==> src/rtl/raster_pkg.sv <==
// Shared types for the raster tagger: FSM states and the per-pixel tag bundle.
// Tag fields are sized for the widest supported geometry; narrower instances zero-extend.
package raster_pkg;

  localparam int COORD_W_DEF   = 16;
  localparam int FRAME_W_DEF   = 16;
  localparam int TAG_COORD_MAX = 32;
  localparam int TAG_FRAME_MAX = 32;

  typedef enum logic [1:0] {
    IDLE   = 2'd0,
    ACTIVE = 2'd1,
    HBLANK = 2'd2,
    VBLANK = 2'd3
  } raster_state_t;

  typedef struct packed {
    logic [TAG_COORD_MAX-1:0] x;
    logic [TAG_COORD_MAX-1:0] y;
    logic                     sof;
    logic                     eol;
    logic                     eof;
    logic [TAG_FRAME_MAX-1:0] frame;
  } raster_tag_t;

endpackage

==> src/rtl/raster_out_reg.sv <==
// Single-entry valid/ready output register carrying a pixel and its tags.
// The producer only loads when the slot is empty or draining this cycle.
module raster_out_reg
  import raster_pkg::*;
#(
  parameter int DATA_W = 24
) (
  input  logic              clk_i,
  input  logic              rst_i,
  input  logic              load_i,
  input  logic [DATA_W-1:0] data_i,
  input  raster_tag_t       tag_i,
  input  logic              ready_i,
  output logic              valid_o,
  output logic [DATA_W-1:0] data_o,
  output raster_tag_t       tag_o
);

  logic              valid_q, valid_d;
  logic [DATA_W-1:0] data_q, data_d;
  raster_tag_t       tag_q, tag_d;

  always_comb begin
    valid_d = valid_q;
    data_d  = data_q;
    tag_d   = tag_q;
    if (load_i) begin
      valid_d = 1'b1;
      data_d  = data_i;
      tag_d   = tag_i;
    end else if (ready_i) begin
      valid_d = 1'b0;
    end
  end

  always_ff @(posedge clk_i or posedge rst_i) begin
    if (rst_i) begin
      valid_q <= 1'b0;
      data_q  <= '0;
      tag_q   <= '0;
    end else begin
      valid_q <= valid_d;
      data_q  <= data_d;
      tag_q   <= tag_d;
    end
  end

  assign valid_o = valid_q;
  assign data_o  = data_q;
  assign tag_o   = tag_q;

endmodule

==> src/rtl/raster_tagger.sv <==
// Tags a valid/ready pixel stream with x/y, line/frame markers and a frame count,
// inserting runtime-sized frames separated by fixed horizontal/vertical blanking.
module raster_tagger
  import raster_pkg::*;
#(
  parameter int PIXEL_SIZE = 24,
  parameter int COORD_W    = COORD_W_DEF,
  parameter int FRAME_W    = FRAME_W_DEF,
  parameter int H_BLANK    = 0,
  parameter int V_BLANK    = 0
) (
  input  logic                  clk,
  input  logic                  reset,
  input  logic                  en,
  input  logic [COORD_W-1:0]    cfg_width,
  input  logic [COORD_W-1:0]    cfg_height,
  input  logic                  s_valid,
  output logic                  s_ready,
  input  logic [PIXEL_SIZE-1:0] s_data,
  output logic                  m_valid,
  input  logic                  m_ready,
  output logic [PIXEL_SIZE-1:0] m_data,
  output logic [COORD_W-1:0]    x,
  output logic [COORD_W-1:0]    y,
  output logic                  sof,
  output logic                  eol,
  output logic                  eof,
  output logic [FRAME_W-1:0]    frame,
  output logic                  hsync,
  output logic                  vsync
);

  localparam logic [COORD_W-1:0] C_ONE   = COORD_W'(1);
  localparam logic [FRAME_W-1:0] F_ONE   = FRAME_W'(1);
  localparam logic [COORD_W-1:0] HB_LAST = COORD_W'((H_BLANK > 0) ? H_BLANK - 1 : 0);
  localparam logic [COORD_W-1:0] VB_LAST = COORD_W'((V_BLANK > 0) ? V_BLANK - 1 : 0);

  raster_state_t      state_q, state_d;
  logic [COORD_W-1:0] w_q, w_d, h_q, h_d;
  logic [COORD_W-1:0] x_in_q, x_in_d, y_in_q, y_in_d;
  logic [COORD_W-1:0] blk_q, blk_d;
  logic [FRAME_W-1:0] frm_q, frm_d;
  logic               hsync_q, hsync_d, vsync_q, vsync_d;
  logic               accept, cfg_ok, last_x, last_y;
  raster_tag_t        tag_in, tag_out;
  logic               unused_tag;

  assign cfg_ok = (|cfg_width) && (|cfg_height);
  assign last_x = (x_in_q == w_q - C_ONE);
  assign last_y = (y_in_q == h_q - C_ONE);
  assign accept = s_valid && s_ready;

  always_ff @(posedge clk or posedge reset) begin
    if (reset) state_q <= IDLE;
    else       state_q <= state_d;
  end

  always_comb begin
    state_d = state_q;
    case (state_q)
      IDLE:   if (en && cfg_ok) state_d = ACTIVE;
      ACTIVE: if (accept && last_x) begin
        if (!last_y) begin
          if (H_BLANK > 0) state_d = HBLANK;
        end else if (V_BLANK > 0) begin
          state_d = VBLANK;
        end else if (!cfg_ok) begin
          state_d = IDLE;
        end
      end
      HBLANK: if (en && blk_q == HB_LAST) state_d = ACTIVE;
      VBLANK: if (en && blk_q == VB_LAST) state_d = cfg_ok ? ACTIVE : IDLE;
      default: state_d = IDLE;
    endcase
  end

  // Backpressure lets a new pixel in whenever the output slot is free or draining.
  always_comb begin
    s_ready = 1'b0;
    if (state_q == ACTIVE) s_ready = en && (!m_valid || m_ready);
  end

  // Geometry is only (re)latched on the edge that starts a frame.
  always_comb begin
    w_d     = w_q;
    h_d     = h_q;
    x_in_d  = x_in_q;
    y_in_d  = y_in_q;
    blk_d   = blk_q;
    frm_d   = frm_q;
    hsync_d = (state_d == HBLANK);
    vsync_d = (state_d == VBLANK);
    case (state_q)
      IDLE: if (en && cfg_ok) begin
        w_d    = cfg_width;
        h_d    = cfg_height;
        x_in_d = '0;
        y_in_d = '0;
      end
      ACTIVE: if (accept) begin
        blk_d = '0;
        if (!last_x) begin
          x_in_d = x_in_q + C_ONE;
        end else begin
          x_in_d = '0;
          if (!last_y) begin
            y_in_d = y_in_q + C_ONE;
          end else begin
            y_in_d = '0;
            frm_d  = frm_q + F_ONE;
            if (state_d == ACTIVE) begin
              w_d = cfg_width;
              h_d = cfg_height;
            end
          end
        end
      end
      HBLANK, VBLANK: if (en) begin
        blk_d = blk_q + C_ONE;
        if (state_q == VBLANK && state_d == ACTIVE) begin
          w_d = cfg_width;
          h_d = cfg_height;
        end
      end
      default: ;
    endcase
  end

  always_ff @(posedge clk or posedge reset) begin
    if (reset) begin
      w_q     <= '0;
      h_q     <= '0;
      x_in_q  <= '0;
      y_in_q  <= '0;
      blk_q   <= '0;
      frm_q   <= '0;
      hsync_q <= 1'b0;
      vsync_q <= 1'b0;
    end else begin
      w_q     <= w_d;
      h_q     <= h_d;
      x_in_q  <= x_in_d;
      y_in_q  <= y_in_d;
      blk_q   <= blk_d;
      frm_q   <= frm_d;
      hsync_q <= hsync_d;
      vsync_q <= vsync_d;
    end
  end

  always_comb begin
    tag_in       = '0;
    tag_in.x     = TAG_COORD_MAX'(x_in_q);
    tag_in.y     = TAG_COORD_MAX'(y_in_q);
    tag_in.sof   = (x_in_q == '0) && (y_in_q == '0);
    tag_in.eol   = last_x;
    tag_in.eof   = last_x && last_y;
    tag_in.frame = TAG_FRAME_MAX'(frm_q);
  end

  raster_out_reg #(.DATA_W(PIXEL_SIZE)) u_out (
    .clk_i   (clk),
    .rst_i   (reset),
    .load_i  (accept),
    .data_i  (s_data),
    .tag_i   (tag_in),
    .ready_i (m_ready),
    .valid_o (m_valid),
    .data_o  (m_data),
    .tag_o   (tag_out)
  );

  assign x     = tag_out.x[COORD_W-1:0];
  assign y     = tag_out.y[COORD_W-1:0];
  assign sof   = tag_out.sof;
  assign eol   = tag_out.eol;
  assign eof   = tag_out.eof;
  assign frame = tag_out.frame[FRAME_W-1:0];
  assign hsync = hsync_q;
  assign vsync = vsync_q;

  // Upper tag bits are always zero for narrow instances.
  assign unused_tag = ^tag_out;

endmodule
==> config.mk <==
export PLATFORM = sky130hd
export DESIGN_NAME = raster_tagger
export DESIGN_NICKNAME = d
export VERILOG_FILES = /design/src/rtl/raster_pkg.sv /design/src/rtl/raster_out_reg.sv /design/src/rtl/raster_tagger.sv
export SDC_FILE = /design/constraint.sdc
export NUM_CORES = 1
export LEC_CHECK = 0
export ABC_AREA = 1
export CAP_MARGIN = 0
export CORE_MARGIN = 2
export CORE_UTILIZATION = 50
export CTS_CLUSTER_DIAMETER = 100
export DETAILED_ROUTE_END_ITERATION = 8
export GPL_ROUTABILITY_DRIVEN = 0
export PLACE_DENSITY = 0.85
export SYNTH_ARGS = -nofsm -noshare
export SYNTH_HDL_FRONTEND = slang
export SYNTH_SLANG_ARGS = --single-unit
==> constraint.sdc <==
create_clock -name clk -period 5.06 [get_ports clk]
set_input_delay 0.506 -clock clk [delete_from_list [all_inputs] [get_ports clk]]
set_output_delay 0.506 -clock clk [all_outputs]
set_load 0.005 [all_outputs]
# Yosys cells after proc, flatten, opt, wreduce, memory -nomap -nowiden
# Index checks and enable logic that the tools add are counted.
[op_classes]
add_sub_neg = 6
n_eq_ne = 15
mux = 38
n_reduce_logical = 26
[op_table]
columns = ["operator", "count"]
rows = [
  ["16-bit 2-to-1 mux", 22],
  ["16-bit case mux with 2 select lines", 3],
  ["16-bit case mux with 3 select lines", 2],
  ["16-bit by 1-bit adder with 16-bit output (second input constant)", 4],
  ["16-bit zero test", 3],
  ["16-bit equality test", 2],
  ["16-bit OR reduction", 2],
  ["16-bit by 1-bit subtractor with 16-bit output (second input constant)", 2],
  ["2-bit 2-to-1 mux", 6],
  ["2-bit inequality test (second input constant)", 6],
  ["1-bit logical AND", 9],
  ["2-bit equality test (second input constant)", 4],
  ["2-bit case mux with 4 select lines", 1],
  ["4-bit AND reduction", 2],
  ["7-bit AND reduction", 1],
  ["3-bit AND reduction", 2],
  ["2-bit nonzero test", 3],
  ["2-bit by 1-bit equality test with 1-bit output (second input constant)", 2],
  ["1-bit 2-to-1 mux", 4],
  ["2-bit zero test", 1],
  ["2-bit by 1-bit inequality test with 1-bit output (second input constant)", 1],
  ["2-bit OR reduction", 1],
  ["1-bit zero test", 1],
  ["1-bit logical OR", 1],
]
[word_totals]
reg_bits = 176
input_bits = 61
out_inout_bits = 79
elab_cells = 102

# Depth between registers and ports, before layout
# Gate-level depths: netlist of the first run.
[depth]
ltp_word = 14
ltp_mapped = 19
depth_no_buf = 18

# Cells and area by module
# From an unflattened synthesis of the first run, not the netlist that was laid out.
[unflattened]
hier_cells = 1442
hier_area_um2 = 11288.3
[by_module_without_submodules]
columns = ["module", "n_inst", "cells_per_inst", "area_each_um2", "seq_area_each_um2"]
rows = [
  ["raster_tagger", 1, 917, 6577.6, 2502.4],
  ["raster_out_reg", 1, 525, 4710.8, 3103.0],
]

# Least setup slack after synthesis of the first run
# OpenSTA, ideal clock, no wires.
[synth_path]
path_type = "register -> register"
from = "register w_q[0]"
to = "register h_q[3]"
setup_ns = 0.117
arrival_time_ns = 2.271
path_slack_ns = 2.672
stages_incl_launch_ff = 17
path_buffers = 1
cell_sequence = "dfrtp_1 > inv_1 > ha_1 > nand3_2 > nor2_2 > nand2_1 > xor2_1 > nand2_1 > nor2_1 > nand2_2 > nand2_4 > nand3_4 > a31oi_4 > nand2_4 > buf_6 > nand2_1 > nand2_1"
[synth_via]
elab_chain_len = 9
[synth_rtl]
columns = ["item", "line_no", "rtl"]
rows = [
  ["start, declared", "raster_tagger.sv:39", "logic [COORD_W-1:0] w_q, w_d, h_q, h_d;"],
  ["start signal, assigned", "raster_tagger.sv:140", "w_q <= w_d;"],
  ["16-bit by 1-bit subtractor with 16-bit output (*)", "raster_tagger.sv:49", "assign last_x = (x_in_q == w_q - C_ONE);"],
  ["16-bit equality test (*)", "raster_tagger.sv:49", ""],
  ["1-bit logical AND", "raster_tagger.sv:62", "ACTIVE: if (accept && last_x) begin"],
  ["2-bit 2-to-1 mux", "raster_tagger.sv:62", ""],
  ["2-bit case mux with 4 select lines", "raster_tagger.sv:60", "case (state_q)"],
  ["2-bit by 1-bit equality test with 1-bit output", "raster_tagger.sv:111, raster_tagger.sv:120", ""],
  ["1-bit logical AND", "raster_tagger.sv:120", "if (state_q == VBLANK && state_d == ACTIVE) begin"],
  ["2-bit inequality test (no source line)", "--", ""],
  ["7-bit AND reduction (no source line) (*)", "--", ""],
  ["end signal, assigned", "raster_tagger.sv:132", "h_q <= '0;"],
  ["end signal, assigned", "raster_tagger.sv:141", "h_q <= h_d;"],
  ["end, declared", "raster_tagger.sv:39", ""],
]
# Mark *: on every way between the ends. The rest lies on a longest branch, timed or not.
# A chain may end at the register's enable or synchronous reset.

# Final worst setup path of the first run
[layout_path]
from = "register h_q[0]"
to = "register frm_q[5]"
[layout_via]
elab_chain_len = 3
[layout_rtl]
columns = ["item", "line_no", "rtl"]
rows = [
  ["16-bit by 1-bit subtractor with 16-bit output", "raster_tagger.sv:50", "assign last_y = (y_in_q == h_q - C_ONE);"],
  ["16-bit equality test", "raster_tagger.sv:50", ""],
  ["4-bit AND reduction (no source line)", "--", ""],
  ["end signal, assigned", "raster_tagger.sv:145", "frm_q <= frm_d;"],
  ["end, declared", "raster_tagger.sv:42", "logic [FRAME_W-1:0] frm_q, frm_d;"],
]
# No other way between the ends.

==> results.md, run 1 <==
Status:
- The run finished with clean final reports.

Synthesis:
- Sorting the synthesized cells by how often they occur yields sky130_fd_sc_hd__nand2_1, sky130_fd_sc_hd__dfrtp_1, sky130_fd_sc_hd__nor2_1, sky130_fd_sc_hd__inv_1, sky130_fd_sc_hd__nand3_1.
- The number of storage elements in the synthesis netlist is 176.
- The mean post-synth cell area is 7.68 um^2.
- The register area share after synthesis is 46.7%.
- By area the synthesized netlist is led by sky130_fd_sc_hd__dfrtp_1, sky130_fd_sc_hd__nand2_1, sky130_fd_sc_hd__nand3_1, sky130_fd_sc_hd__nor2_1, sky130_fd_sc_hd__xor2_1.
- The synthesized area is 9430 um^2.
- Counting every net in the synthesized netlist gives 1297.
- The top cell type's share of synthesized area is 46.7%.
- Yosys instantiated no cell more often than sky130_fd_sc_hd__nand2_1.
- In the synthesized netlist, the number of instances is 1227.
- The most instantiated flip-flop cell in the synthesis netlist is sky130_fd_sc_hd__dfrtp_1.
- Counting flops with a built-in enable in the synthesized netlist gives 0.
- In this run, distinct cell masters in the synthesized netlist total 41.
- Yosys printed 0 warnings.
- The largest total area in the synthesized netlist belongs to sky130_fd_sc_hd__dfrtp_1.
- The fraction of registers with async set or reset after synthesis is 100%.

Drt:
- The antenna violation net count after detailed routing is 0.
- The routed length per placed instance is 14.5 um.
- The routed design has 23.2 mm of wire.
- After detailed routing, the number of vias per cell comes to 5.40.
- In the routed design, unresolved DRC markers number 0.
- The first-pass iteration count of the detailed router is 8.
- After the first detailed-routing iteration, the DRC count stood at 818.
- For this block, the via count after detailed routing is 8616.

Worst setup path:
- Data on the critical path is required at its endpoint by 5340 ps.
- The worst reg2reg path endpoint is frm_q[5].
- Across all register-to-register paths, the minimum setup slack is 1490 ps.
- At the worst endpoint, the arrival time is 3840 ps.
- The number of cells on the worst reg-to-reg path is 15.
- The worst setup path is launched from a flip-flop.
- The class of the most critical setup path is flip-flop to flip-flop.
- The worst setup path is captured at a flip-flop.
- The largest driver fanout on the critical path is 20.
- The startpoint identified for the worst register-to-register timing path is h_q[0].

Timing:
- The number of hold violations in the final report is 0.
- Subtracting the final worst setup slack from the clock period gives 3570 ps.
- The highest attainable clock frequency is 280 MHz.
- Clock skew on the completed layout was measured at 9.62 ps.
- Setup repair after global routing left no endpoint under its margin.
- The worst pin sits at a relative slew slack of 33.7%.
- The setup-violating endpoint count in the final report is 0.
- Adding up every negative setup slack in the final design gives 0 ps.
- At the pin with the least slew margin, the transition time is 992 ps.
- The final critical path takes up 70.5% of the cycle.
- Hold timing on the final database bottoms out at a slack of 462 ps.
- The number of pins with negative max-slew slack in the final report is 0.

Placed design:
- The number of I/O port buffers is 139.
- The HPWL after detailed placement is 16.8 mm.

Clocking:
- The number of setup buffers added after CTS is 0.
- The clock tree from TritonCTS is built.
- In this run the number of H-tree levels came out at 4.
- The insertion delay of the later-clocked pin in the worst-skew pair is 440 ps.
- The clock-pin slew on the worst setup and hold paths is 70 ps.
- The clock drives 176 sinks.
- The clock tree buffer depth is 2.
- The number of hold buffers added after CTS was 0.
- The root buffer cell chosen for the clock tree is sky130_fd_sc_hd__clkbuf_16.
- In this run, post-CTS repair resized a total of 0 instances.
- Buffers inserted during clock tree synthesis total 17.

Pwr:
- The register share of total power is 46.2%.
- In this run, the combinational gates consume 14.8% of the power.
- The maximum ir drop on the vdd rail is 0.262 mV.
- The ratio of total power to cell area is 298 nW/um^2.
- The internal power of the cells totals 0.00252 W.
- The leakage dissipation is 5.75 nW.
- Of the total power, the clock network draws 39.0%.
- The switching component of the power is 0.000924 W.
- The share of total power consumed by net switching is 26.8%.

Worst hold path:
- The worst hold endpoint is blk_q[15].
- The kind of path behind the tightest hold check is flip-flop to flip-flop.
- Along the worst hold path, the cell count comes to 1.
- The worst hold path begins at blk_q[15].

Final layout:
- Summing all multi-input logic gate instances after layout gives 4380 um^2.
- The share of cells above drive strength 1 is 5.50%.
- Summing all flip-flop and latch instances after layout gives 4400 um^2.
- The number of nets in the layout is 1420.
- After filler insertion, the fill cell instance count of the layout stands at 1518.
- The area overhead of the layout relative to synthesis is 22.6%.
- The number of antenna diodes in the final layout is 0.

Floorplan:
- The floorplan step set the die width to 141 um.
- The overall die height is 141 um.
- The number of top-level pins is 140.
- The core region is 18600 um^2.
- The die footprint is 20000 um^2.
- Once the floorplan was initialized, standard cells occupied 50.7% of the core.
- After floorplanning, the core was divided into 50 placement rows.

Global route:
- The first global-routing pass estimated 38.4 mm of wire.
- met2 is the most crowded layer.
- The via count of the first global-routing pass is 8045.
- Global routing consumed, on the met2 layer, 38.5% of the routing resources.
- The number of antenna violations at the first check in global routing is 0.
- The global-route usage over all layers is 23.8%.
- For this run, global-route usage on met1 was measured as 31.9%.
- Entering global routing, the biggest net connects 89 pins.
- The remaining global-route overflow is 0.
- In the global route stage, met3 resource usage came out at 4.35%.

Flow run:
- The number of max-capacitance violations reported is 0.
-- per-stage QoR --
step	setup slack [ps]	power, W	instances	area (um^2)	util [%]
2_1_floorplan	2300	0.00184	1227	9430	-
3_3_place_gp	1570	0.00211	1565	11000	58.9
3_5_place_dp	1500	0.00212	1565	11000	58.9
4_1_cts	1640	0.00346	1597	11600	62.2
5_1_grt	1140	0.00358	1597	11600	62.2
6_report	1490	0.00344	1597	11600	62.2
-- flip-flops by register name, indices dropped and copies added, names as in the netlist --
name	count
blk_q	16
frm_q	16
h_q	16
hsync	1
state_q	2
u_out.data_o	24
u_out.tag_o	51
u_out.valid_o	1
vsync	1
w_q	16
x_in_q	16
y_in_q	16
-- critical path, cell delays in order (launching register included) --
cell and delay (ps):
sky130_fd_sc_hd__dfrtp_1 410, sky130_fd_sc_hd__inv_1 120, sky130_fd_sc_hd__ha_1 220, sky130_fd_sc_hd__nand2_1 160
sky130_fd_sc_hd__nor2_2 150, sky130_fd_sc_hd__nand2_1 80, sky130_fd_sc_hd__nand3_1 90, sky130_fd_sc_hd__nand2_1 60
sky130_fd_sc_hd__nor2_1 90, sky130_fd_sc_hd__nand3_1 130, sky130_fd_sc_hd__nor2_1 270, sky130_fd_sc_hd__inv_1 100
sky130_fd_sc_hd__nor2_1 560, sky130_fd_sc_hd__nand2_1 590, sky130_fd_sc_hd__nand2_1 240, sky130_fd_sc_hd__o21ai_0 140
-- power by group through the flow --
stage / clock [W] / sequential [W] / combinational [W]
detailed placement: 0 / 0.00161 / 0.000503
global route: 0.00141 / 0.00160 / 0.000562
CTS: 0.00136 / 0.00159 / 0.000508
global placement: 0 / 0.00161 / 0.000495
finish: 0.00134 / 0.00159 / 0.000508
floorplan: 0 / 0.00160 / 0.000236
-- cell families (layout without fill, tap and decap cells) --
group	Yosys count	count (layout)	synth area share (%)
AOI/OAI and AO/OA	100	100	6.03
xor gates and xnor gates	67	67	6.23
adders and majority gates	9	9	1.19
buffers and inverters	154	290	6.84
DFF	176	176	46.7
and+or+nand+nor	721	721	33.0
-- routing by layer --
metal  vias up  share of wire, %
li1       4173                 -
met1      3994                43
met2       380                47
met3        69               7.0
met4         0               3.1
met5         -                 0
-- cells in the final DEF (no fill, tap or decap), drive strengths merged, types with 9 or more instances in the layout --
cell type / Yosys / final
a21oi: 17 / 17
nand2: 412 / 412
o21ai: 72 / 72
dfrtp: 176 / 176
ha: 9 / 9
nor4: 13 / 13
nor3: 27 / 27
nor2: 135 / 135
nand4: 23 / 23
inv: 114 / 117
nand3: 96 / 96
clkbuf: 19 / 19
xor2: 49 / 49
xnor2: 18 / 18
clkdlybuf4s50: 0 / 139
-- worst max-delay path by stage --
stage | start | end | slack, ps
floorplan | reset | blk_q[0] | 2300
global placement | cfg_width[3] | y_in_q[15] | 1570
detailed placement | cfg_width[3] | y_in_q[15] | 1500
CTS | h_q[0] | frm_q[5] | 1640
global route | h_q[0] | frm_q[14] | 1140
finish | h_q[0] | frm_q[5] | 1490
-- area by class of cell --
type | instances | area share (%)
Clock inverter | 13 | 1.29
Clock buffer | 19 | 3.92
Sequential cell | 176 | 38.1
Multi-Input combinational cell | 897 | 37.9
Inverter | 114 | 3.74
Tap cell | 234 | 2.53
Timing Repair Buffer | 144 | 12.5
No activity file was read; power rests on OpenSTA's default activity.
==> inputs of run 2 (changes only) <==
Clock period 5.06 ns to 3.1 ns, I/O delays scaled along.
==> run 2 against run 1 <==
Flip-flop and latch count unchanged; sequential power increased by 64%; non-clock buffer count increased by 9; highest routed layer unchanged; global-route usage increased by 0.28 points; design area increased by 0.77%; routed wire length decreased by 0.20%; largest power group unchanged; critical path depth increased by 2; maximum frequency increased by 23%; largest cell class unchanged.
==> results.md, run 2 (synthesis gave the netlist of run 1 again) <==
Worst setup path:
- The critical path is of the flip-flop to flip-flop type.
- Of all nets on the critical path, the largest fanout is 32.
- For flop-to-flop paths, the worst setup slack is 200 ps.
- The nature of the critical path startpoint is a flip-flop.
- For the worst setup path, the data required time is 3470 ps.
- The arrival time of the worst setup path is 3270 ps.
- The critical path capture point type is a flip-flop.

Timing:
- The number of hold violations in the final report came to 0.
- For this run, the top clock speed supported by timing is 345 MHz.
- The worst pin sits at a relative slew slack of 57.8%.
- Setup repair after global routing left no endpoint under its margin.
- The final critical delay including setup and external delays is 2900 ps.
- Setup violations remaining at the end of the flow were counted as 0.
- The clock skew is 13.7 ps.
- Of the available clock period, the critical path in the final layout requires 93.6%.
- At the pin with the least slew margin, the transition time is 630 ps.
- Hold timing on the final database bottoms out at a slack of 245 ps.
- In the final timing run, aggregate negative setup slack is 0 ps.
- The number of pins with negative max-slew slack in the final report is 0.

Floorplan:
- The starting density of the core is 50.7%.
- The horizontal extent of the die is 141 um.
- The number of top-level pins is 140.
- The floorplan has 50 rows.
- The area of the placeable core is 18600 um^2.
- In this run the vertical extent of the chip is 141 um.
- The die covers 20000 um^2.

Clocking:
- The clock-pin slew on the worst setup and hold paths is 70 ps.
- The insertion delay of the later-clocked pin in the worst-skew pair is 440 ps.
- The cell sitting at the root of the clock tree is a sky130_fd_sc_hd__clkbuf_16.
- The clock tree buffer depth is 2.
- Counting the buffers created by CTS gives 17.
- TritonCTS built the clock tree.
- CTS built an H-tree with a depth of 4.
- Buffers added to address setup during post-CTS repair amount to 0.
- The clock net sink count is 176.

Global route:
- The number of antenna violations at the first check in global routing was 0.
- The via count of the first global-routing pass is 8236.
- The first global-routing pass estimated 39.1 mm of wire.
- Global routing finished with a remaining overflow of 0.
- Across every metal layer, demand over resource in global routing totals 24.0%.
- The maximum number of pins on one net before global-route repair is 68.

Final layout:
- With fillers left out, the area of the finished cells amounts to 11600 um^2.
- In the layout the commonest cells are sky130_fd_sc_hd__nand2_1, sky130_fd_sc_hd__dfrtp_1, sky130_fd_sc_hd__clkdlybuf4s50_1, sky130_fd_sc_hd__nor2_1, sky130_fd_sc_hd__inv_1.
- At the end of the flow, the number of nets in the layout was 1429.
- The share of cells above drive strength 1 is 6.20%.
- Leaving out fill and tap cells, the most frequent cell in the layout is sky130_fd_sc_hd__nand2_1.
- The flip-flop count of the largest register, all copies and words added is 51.
- The number of antenna diodes in the final layout is 0.
- The area growth from synthesis to layout is 23.5%.
- The fraction of the core area covered by cells at the end of the flow is 62.7%.
- After the flow finishes, the layout carries non-filler instances totaling 1606.

Drt:
- In this run, the number of DRC markers left after iteration 0 of detailed routing was 767.
- The antenna violation net count after detailed routing is 0.
- The via-per-instance ratio is 5.32.
- Dividing the detail-routed wire length by the instance count gives 14.4 um.
- The first TritonRoute pass finished after 5 iterations.
- The overall via count from detail_route is 8538.
- In the routed design, unresolved DRC markers number 0.
- The wire length after detailed routing is 23.2 mm.

Placed design:
- After detailed placement, the design holds a cell count of 1574.
- The instance area at placement is 11000 um^2.
- The HPWL after detailed placement is 17.0 mm.
- Input and output buffers added on the ports amount to 139.

Pwr:
- The leakage dissipation is 5.80 nW.
- The ratio of total power to cell area is 477 nW/um^2.
- The maximum ir drop on the vdd rail is 0.358 mV.

Worst hold path:
- The tightest min-delay check is of the input pin to asynchronous set/reset pin type.

Flow run:
- The number of max-capacitance violations reported is 0.

Status:
- The flow ran to the end, and the final reports show no timing, DRC or antenna violations.
## run 2: cell types whose count changed in the layout (fill, tap and decap cells not counted), moves of 2 or more
| cell | before | now |
|---|---|---|
| sky130_fd_sc_hd__clkinvlp_4 | 4 | 2 |
| sky130_fd_sc_hd__clkinv_8 | 0 | 4 |
| sky130_fd_sc_hd__buf_4 | 4 | 10 |
| sky130_fd_sc_hd__bufinv_16 | 2 | 0 |
| sky130_fd_sc_hd__buf_12 | 1 | 3 |
| sky130_fd_sc_hd__inv_8 | 0 | 4 |
| sky130_fd_sc_hd__clkbuf_8 | 2 | 0 |
## run 2: critical path, stage by stage (launching register included)
cell and delay (ps):
sky130_fd_sc_hd__dfrtp_1 420, sky130_fd_sc_hd__inv_1 160, sky130_fd_sc_hd__ha_1 230, sky130_fd_sc_hd__nand3_2 170, sky130_fd_sc_hd__nor2_1 260, sky130_fd_sc_hd__nand2_1 90, sky130_fd_sc_hd__nand2_1 80, sky130_fd_sc_hd__nand2_1 60
sky130_fd_sc_hd__nor2_1 140, sky130_fd_sc_hd__nand2_1 90, sky130_fd_sc_hd__nor2_2 90, sky130_fd_sc_hd__nand2_2 80, sky130_fd_sc_hd__nand2_4 110, sky130_fd_sc_hd__nand3_4 100, sky130_fd_sc_hd__a31oi_4 240, sky130_fd_sc_hd__buf_6 270
sky130_fd_sc_hd__nand3_1 140, sky130_fd_sc_hd__nand2_1 100
## run 2: final cells by class
type / count / area [um^2]
fillers: 1531 / 6940
flip-flops and latches: 176 / 4400
multi-input cells: 897 / 4380
repair buffers: 153 / 1540
inverters: 114 / 432
clock buffers: 17 / 425
well taps: 234 / 293
clock inverters: 15 / 166
## run 2: timing repair
item / 4_1_cts / 5_1_grt
hold buffers: 0 / 0
gates resized for setup: 0 / 2
endpoints found under the setup margin: 0 / 40
## run 2: per-stage QoR
| stage | worst slack (ps) | power (W) |
|---|---|---|
| finish | 199 | 0.00555 |
| floorplan | 537 | 0.00300 |
| CTS | 178 | 0.00558 |
| global route | 7.33 | 0.00580 |
| global placement | 277 | 0.00344 |
| detailed placement | 239 | 0.00347 |
## run 2: layer usage
| metal | GRT usage (%) | routed length [um] |
|---|---|---|
| met1 | 32.9 | 10200 |
| met2 | 39.1 | 11000 |
| met3 | 4.15 | 1350 |
| met4 | 8.16 | 596 |
| met5 | 0 | 0 |
## run 2: final timing paths
path,end,startpoint,depth (start not counted)
worst max-delay path,w_q[15],w_q[0],17
worst min-delay path,x_in_q[5],reset,2
worst max register to register,w_q[15],w_q[0],17
min in group clk,u_out.data_o[7],s_data[7],3
max in group asynchronous,u_out.data_o[19],reset,3
worst min register to register,blk_q[15],blk_q[15],1
## run 2: where the power goes
group | switching [W] | internal, W | leakage, nW
Sequential | 0.000137 | 0.00246 | 2.29
Combinational | 0.000418 | 0.000421 | 3.22
Clock | 0.00103 | 0.00108 | 0.287
Total | 0.00159 | 0.00396 | 5.80
==> inputs of run 3 (changes only) <==
Settings changed: CTS_CLUSTER_SIZE set to 10.
==> results of run 3 <==
The final DEF is identical to that of run 2; final timing and power are the same.
